**config.mk**
```make
export PLATFORM = sky130hd
export DESIGN_NAME = iter_alu
export DESIGN_NICKNAME = d
export VERILOG_FILES = /design/src/rtl/iter_alu.sv
export SDC_FILE = /design/constraint.sdc
export NUM_CORES = 1
export LEC_CHECK = 0
export ABC_CLOCK_PERIOD_IN_PS = 2600
export CAP_MARGIN = 20
export CORE_MARGIN = 2
export CORE_UTILIZATION = 25
export DETAILED_ROUTE_END_ITERATION = 16
export GPL_ROUTABILITY_DRIVEN = 0
export PLACE_DENSITY = 0.48
export SYNTH_ARGS = -nofsm -noshare
export SYNTH_HDL_FRONTEND = slang
export SYNTH_SLANG_ARGS = --single-unit
```
**constraint.sdc**
```tcl
create_clock -name clk -period 2.6 [get_ports clk]
set_input_delay 0.26 -clock clk [delete_from_list [all_inputs] [get_ports clk]]
set_output_delay 0.26 -clock clk [all_outputs]
set_load 0.02 [all_outputs]
```
**src/rtl/iter_alu.sv**
```systemverilog
// iter_alu: multi-cycle execute unit on the consumer side of the ALUControl
// interface. Logic, arithmetic and compare ops finish in one cycle. Shifts
// move the operand one bit position per cycle, so the unit needs no barrel
// shifter.
//
// Handshakes (both sides): a transfer happens on a rising edge where valid
// and ready are both 1. Once valid is raised, the sender holds it and the
// payload stable until that edge. in_ready is high only in IDLE, so the unit
// holds at most one operation. out_valid is high only in DONE.
//
// Ports:
//   clk, rst_n   rising-edge clock, asynchronous active-low reset
//   in_valid     SrcA/SrcB/ALUControl are valid
//   in_ready     unit can accept a new operation (state == IDLE)
//   SrcA         operand A (the value that is shifted)
//   SrcB         operand B; SrcB[SW-1:0] is the shift amount
//   ALUControl   4-bit operation code
//   out_valid    ALUResult holds a finished result (state == DONE)
//   out_ready    consumer takes the result
//   ALUResult    registered result
//   Zero         ALUResult == 0
//   dbg_state_o  current FSM state, for observation only
module iter_alu #(
  parameter int WIDTH = 32
) (
  input  logic             clk,
  input  logic             rst_n,
  input  logic             in_valid,
  output logic             in_ready,
  input  logic [WIDTH-1:0] SrcA,
  input  logic [WIDTH-1:0] SrcB,
  input  logic [3:0]       ALUControl,
  output logic             out_valid,
  input  logic             out_ready,
  output logic [WIDTH-1:0] ALUResult,
  output logic             Zero,
  output logic [1:0]       dbg_state_o
);

  localparam int SW = $clog2(WIDTH);

  // ALUControl encodings (the `ALU_* codes of define.v)
  localparam logic [3:0] ALU_NONE             = 4'd0;
  localparam logic [3:0] ALU_ADD              = 4'd1;
  localparam logic [3:0] ALU_SUB              = 4'd2;
  localparam logic [3:0] ALU_XOR              = 4'd3;
  localparam logic [3:0] ALU_OR               = 4'd4;
  localparam logic [3:0] ALU_AND              = 4'd5;
  localparam logic [3:0] ALU_SHIFTL           = 4'd6;
  localparam logic [3:0] ALU_SHIFTR           = 4'd7;
  localparam logic [3:0] ALU_SHIFTR_ARITH     = 4'd8;
  localparam logic [3:0] ALU_LESS_THAN        = 4'd9;
  localparam logic [3:0] ALU_LESS_THAN_SIGNED = 4'd10;

  typedef enum logic [1:0] {
    S_IDLE  = 2'd0,
    S_SHIFT = 2'd1,
    S_DONE  = 2'd2
  } state_e;

  state_e           state_q, state_d;
  logic [WIDTH-1:0] acc_q, acc_d;
  logic [SW-1:0]    cnt_q, cnt_d;
  logic [3:0]       op_q, op_d;
  logic [WIDTH-1:0] res_q, res_d;

  logic [SW-1:0]    shamt;
  logic             is_shift;
  logic [WIDTH-1:0] single_res;
  logic [WIDTH-1:0] acc_shift;

  assign shamt    = SrcB[SW-1:0];
  assign is_shift = (ALUControl == ALU_SHIFTL) || (ALUControl == ALU_SHIFTR) ||
                    (ALUControl == ALU_SHIFTR_ARITH);

  // One-cycle ops, computed straight from the inputs sampled at accept
  always_comb begin
    single_res = '0;
    case (ALUControl)
      ALU_ADD:              single_res = SrcA + SrcB;
      ALU_SUB:              single_res = SrcA - SrcB;
      ALU_XOR:              single_res = SrcA ^ SrcB;
      ALU_OR:               single_res = SrcA | SrcB;
      ALU_AND:              single_res = SrcA & SrcB;
      ALU_LESS_THAN:        single_res = {{(WIDTH-1){1'b0}}, (SrcA < SrcB)};
      ALU_LESS_THAN_SIGNED: single_res = {{(WIDTH-1){1'b0}},
                                          ($signed(SrcA) < $signed(SrcB))};
      // a shift by zero completes here and returns SrcA unchanged
      ALU_SHIFTL, ALU_SHIFTR, ALU_SHIFTR_ARITH: single_res = SrcA;
      default:              single_res = '0;
    endcase
  end

  // One bit position of the iterative shift, chosen by the latched op
  always_comb begin
    acc_shift = acc_q;
    case (op_q)
      ALU_SHIFTL:       acc_shift = {acc_q[WIDTH-2:0], 1'b0};
      ALU_SHIFTR:       acc_shift = {1'b0, acc_q[WIDTH-1:1]};
      ALU_SHIFTR_ARITH: acc_shift = {acc_q[WIDTH-1], acc_q[WIDTH-1:1]};
      default:          acc_shift = acc_q;
    endcase
  end

  always_comb begin
    state_d = state_q;
    acc_d   = acc_q;
    cnt_d   = cnt_q;
    op_d    = op_q;
    res_d   = res_q;
    case (state_q)
      S_IDLE: begin
        if (in_valid) begin
          if (is_shift && (shamt != '0)) begin
            acc_d   = SrcA;
            cnt_d   = shamt;
            op_d    = ALUControl;
            state_d = S_SHIFT;
          end else begin
            res_d   = single_res;
            state_d = S_DONE;
          end
        end
      end
      S_SHIFT: begin
        acc_d = acc_shift;
        cnt_d = cnt_q - 1'b1;
        // cnt_q == 1 means this cycle applies the last bit position
        if (cnt_q == SW'(1)) begin
          res_d   = acc_shift;
          state_d = S_DONE;
        end
      end
      S_DONE: begin
        if (out_ready) state_d = S_IDLE;
      end
      default: state_d = S_IDLE;
    endcase
  end

  always_ff @(posedge clk or negedge rst_n) begin
    if (!rst_n) begin
      state_q <= S_IDLE;
      acc_q   <= '0;
      cnt_q   <= '0;
      op_q    <= ALU_NONE;
      res_q   <= '0;
    end else begin
      state_q <= state_d;
      acc_q   <= acc_d;
      cnt_q   <= cnt_d;
      op_q    <= op_d;
      res_q   <= res_d;
    end
  end

  assign in_ready    = (state_q == S_IDLE);
  assign out_valid   = (state_q == S_DONE);
  assign ALUResult   = res_q;
  assign Zero        = (res_q == '0);
  assign dbg_state_o = state_q;

endmodule

```
==> summary.md <==
The flow ran to the end, but the final reports show violations. The checks that failed: setup timing. The longest clock path from root to sink contains 2 buffers. The routed wire length is 45,100 µm, and the upper clock frequency limit is 361 MHz. Detailed routing inserted a total of 11,741 vias.

After synthesis the cells add up to 9350 µm². The analysis attributes to cell leakage a power of 6.94 nW. For the net count after synthesis, the log shows 1,457. Counting every instance in the synthesized netlist gives 1,268.

Part of the Yosys area used for sequential elements: 20.1%. By area, the combinational part of the netlist is dominated by compound AO/OA/AOI/OAI gates. The synthesized netlist devotes 1.59% of its cell area to XOR and XNOR gates.

The number of antenna violations at the first check in global routing is 1, and the number of vias per cell after detailed routing is 5.31. The fraction of the mapped netlist area in simple logic gates came out at 17.9%. Buffers inserted during clock tree synthesis total 9. TritonCTS built the clock tree.

Detailed-route DRC error count: 0. VDD sags by at most 0.000345 V. By startpoint and endpoint, the worst setup path is classified as in2reg.

Averaged over all synthesized cells, the footprint is 7.38 µm². The number of enable flip-flop cells after synthesis came out at 0. The tools report the worst endpoint required time as 2.82 ns. The via count of the first global-routing pass is 11,554. The tools report the number of failing setup endpoints in the final timing report as 9.

The final cell area excluding filler cells came out at 15,600 µm². Capture instance of the worst register-to-register path: ALUResult[21]$_DFFE_PN0P_. The power density over cell area was 595 nW/µm²; the wire length of the first global-routing pass was 68,500 µm.

After detailed placement, the total cell area comes to 13,800 µm². For this design, the sink count on the clock tree is 75. Setup repair after global routing could not meet its margin everywhere. Clock-pin slew was measured on the worst setup and hold paths at 0.06 ns. Global routing used 22.8% of the available tracks across all layers. The die covers 39,000 µm². For this run, asynchronously set or reset flops after synthesis account for 100%. For this block, the initial DRC count from the detailed router was 1,118. The final sum of negative setup slack was -0.772 ns; the number of warnings printed during yosys synthesis was 0.

The run gives 0 as the final max-slew violation count. The layout net count was 1,926; the count of nets left with antenna violations after detail routing was 0. The die is 197 µm wide.

The arithmetic-cell share of the synthesized area counting full adders, half adders and majority gates is 15.8%, and the core outline area is 36,700 µm². Once detailed placement completed, the half-perimeter wirelength came to 35,700 µm. Along the worst hold path, the cell count comes to 4.

The worst hold endpoint was acc_q[1]$_DFFE_PN0P_. Of the available clock period, the critical path in the final layout requires 107%. The count of buffers inserted at the top-level ports works out to 108. Summing the areas of all compound-gate instances in the mapped netlist gives 35.2% of the synthesized area. The shortest period the worst path allows is 2.77 ns, and the count of TritonRoute iterations in the first routing pass is 8.

H-tree depth: 3. The area growth from synthesis to layout is 66.7%. The die is 197 µm tall.

For this run, the leading register cell type out of synthesis is dfrtp_1. Of all nets on the critical path, the largest fanout is 3. The multiplexer fraction of the synthesized cell area was 1.55%. The CTS root buffer is clkbuf_16.

The worst min-delay path class was in2reg. The type of element capturing the critical path was a flip-flop. Worst min-delay path startpoint: SrcA[1]. In this run the register-to-register setup slack is 0.24 ns.

For the worst setup margin, the log shows -0.171 ns. The tools report the reg-to-reg critical path startpoint as cnt_q[1]$_DFFE_PN0P_. The largest net degree at the start of global routing is 51. The tools report the total overflow reported by the global router as 0. Critical path startpoint category: an input port.

The number of top-level pins is 109. The initial utilization of the core area, before any placement, comes to 25.5%. The worst pin sits at a relative slew slack of 56.2%. At the pin with the least slew margin, the transition time is 0.651 ns. The final number of hold-violating endpoints was 0. The tools report the clock latency reported for the late side of the worst-skew pair as 0.35 ns.

Between clock sinks in the finished design, the worst skew comes to 0.00818 ns. The total of fill cells in the finished design was 3,598. At the worst endpoint, the arrival time is 2.99 ns.

After floorplanning, the core was divided into 70 placement rows. The run gives 0 as the count of maximum capacitance violations. Cells with a size suffix above 1 make up 40.3% of the layout. The worst register-to-register path has a depth of 9. The repair_antennas step left the layout with diodes totalling 0. In the final routed layout, each cell accounts on average for 20.4 µm. Counting flops and latches in the post-synthesis netlist gives 75.

The unique cell type count in the Yosys netlist was 78.
[Yosys cell counts, types with 20 or more instances]
| master | n | share of area [%] |
|---|---|---|
| a21oi_1 | 134 | 7.2 |
| a221o_1 | 20 | 2.1 |
| a221oi_1 | 24 | 2.2 |
| a222oi_1 | 29 | 3.1 |
| clkbuf_1 | 70 | 2.8 |
| dfrtp_1 | 75 | 20 |
| ha_1 | 115 | 15 |
| inv_1 | 105 | 4.2 |
| nand2_1 | 107 | 4.3 |
| nor2_1 | 142 | 5.7 |
| nor3_1 | 30 | 1.6 |
| o21ai_0 | 111 | 5.9 |
[cell type report]
type                       instances  area (µm²)  share of cell area (%)
multi-input combinational       1002        7960                    51.1
sequential                        75        1880                    12.0
timing repair buffer             542        4450                    28.6
tap                              468         586                    3.76
clock inverter                     1        5.00                  0.0321
inverter                         107         424                    2.72
clock buffer                      15         288                    1.85
[worst max-delay path by stage]
stage	cells after the start	endpoint	slack [ns]	startpoint
floorplan	12	ALUResult[29]$_DFFE_PN0P_	-0.008	SrcB[1]
global placement	13	ALUResult[11]$_DFFE_PN0P_	-1.38	SrcA[1]
detailed placement	13	ALUResult[11]$_DFFE_PN0P_	-1.33	SrcA[1]
CTS	15	ALUResult[29]$_DFFE_PN0P_	-0.18	SrcB[4]
global route	14	ALUResult[29]$_DFFE_PN0P_	-0.26	SrcB[1]
finish	14	ALUResult[23]$_DFFE_PN0P_	-0.17	SrcB[1]
[layer usage]
metal,GRT usage [%],share of wire (%),vias up
met1,32.7,46,5660
met2,36.3,45,420
met3,2.60,6.7,58
met5,0,0.029,-
met4,5.26,2.3,2
li1,-,-,5601
[worst max-delay path, stage by stage]
cell and delay, ns:
buf_8 0.08, clkinvlp_4 0.13, ha_4 0.28, nor2_4 0.11
o211ai_1 0.17, a2111oi_4 0.53, nand2_2 0.14, a2111oi_4 0.29
buf_4 0.19, buf_6 0.10, nor3_2 0.04, a211o_1 0.32
a221oi_2 0.26, o21ai_1 0.10
[cells by family after synthesis]
family	Yosys count
flip-flops	75
AND/OR/NAND/NOR	371
XOR/XNOR	17
buffers and inverters	191
multiplexers	14
adder cells (fa/ha/maj)	117
AO/OA/AOI/OAI	483
[through the flow]
| step | instances | worst slack (ns) | power (mW) | hold WS, ns | util, % |
|---|---|---|---|---|---|
| floorplan | 1268 | -0.00831 | 4.93 | -0.0356 | - |
| global placement | 2136 | -1.38 | 7.46 | 0.305 | 37.5 |
| detailed placement | 2136 | -1.33 | 7.50 | 0.303 | 37.5 |
| CTS | 2199 | -0.183 | 9.10 | 0.302 | 41.4 |
| global route | 2210 | -0.258 | 9.87 | 0.383 | 42.5 |
| finish | 2210 | -0.171 | 9.28 | 0.371 | 42.5 |
[report_power, final]
| group | total [mW] | leakage [nW] | internal [mW] | switching, mW |
|---|---|---|---|---|
| clock | 1.25 | 0.146 | 0.751 | 0.503 |
| sequential | 2.32 | 0.938 | 1.70 | 0.622 |
| combinational | 5.70 | 5.86 | 2.66 | 3.04 |
[cell usage in the layout, fill, tap and decap left out, types with 8 or more instances in the layout]
master	instances
a21o_1	13
inv_2	32
o21ai_1	11
o21bai_1	8
nor2b_1	9
clkdlybuf4s50_1	58
a222oi_1	29
dlygate4sd2_1	11
nor3_1	24
ha_1	79
o31ai_1	13
xnor2_1	13
a221o_1	20
a21oi_2	21
nand2_1	100
ha_4	27
ha_2	9
nor2_1	136
o21ai_0	93
buf_4	397
a221oi_1	18
o21ai_2	9
a31oi_1	12
a21oi_1	107
inv_1	66
buf_6	38
o22ai_1	13
nand3_1	16
mux2i_1	10
nor4_1	12
clkbuf_16	9
buf_2	14
nand4_1	9
dfrtp_1	75
[state kept, by name (all words and copies together), names as in the netlist]
register,cells
ALUResult,32
acc_q,32
cnt_q,5
op_q,4
dbg_state_o,2
[repair_timing]
action	in CTS	in global routing
setup endpoints to repair	33	25
hold buffers	1	0
pin swaps	89	73
resized for setup	338	101
buffers inserted	49	17
hold endpoints to repair	41	0
No activity file was read; power rests on OpenSTA's default activity.
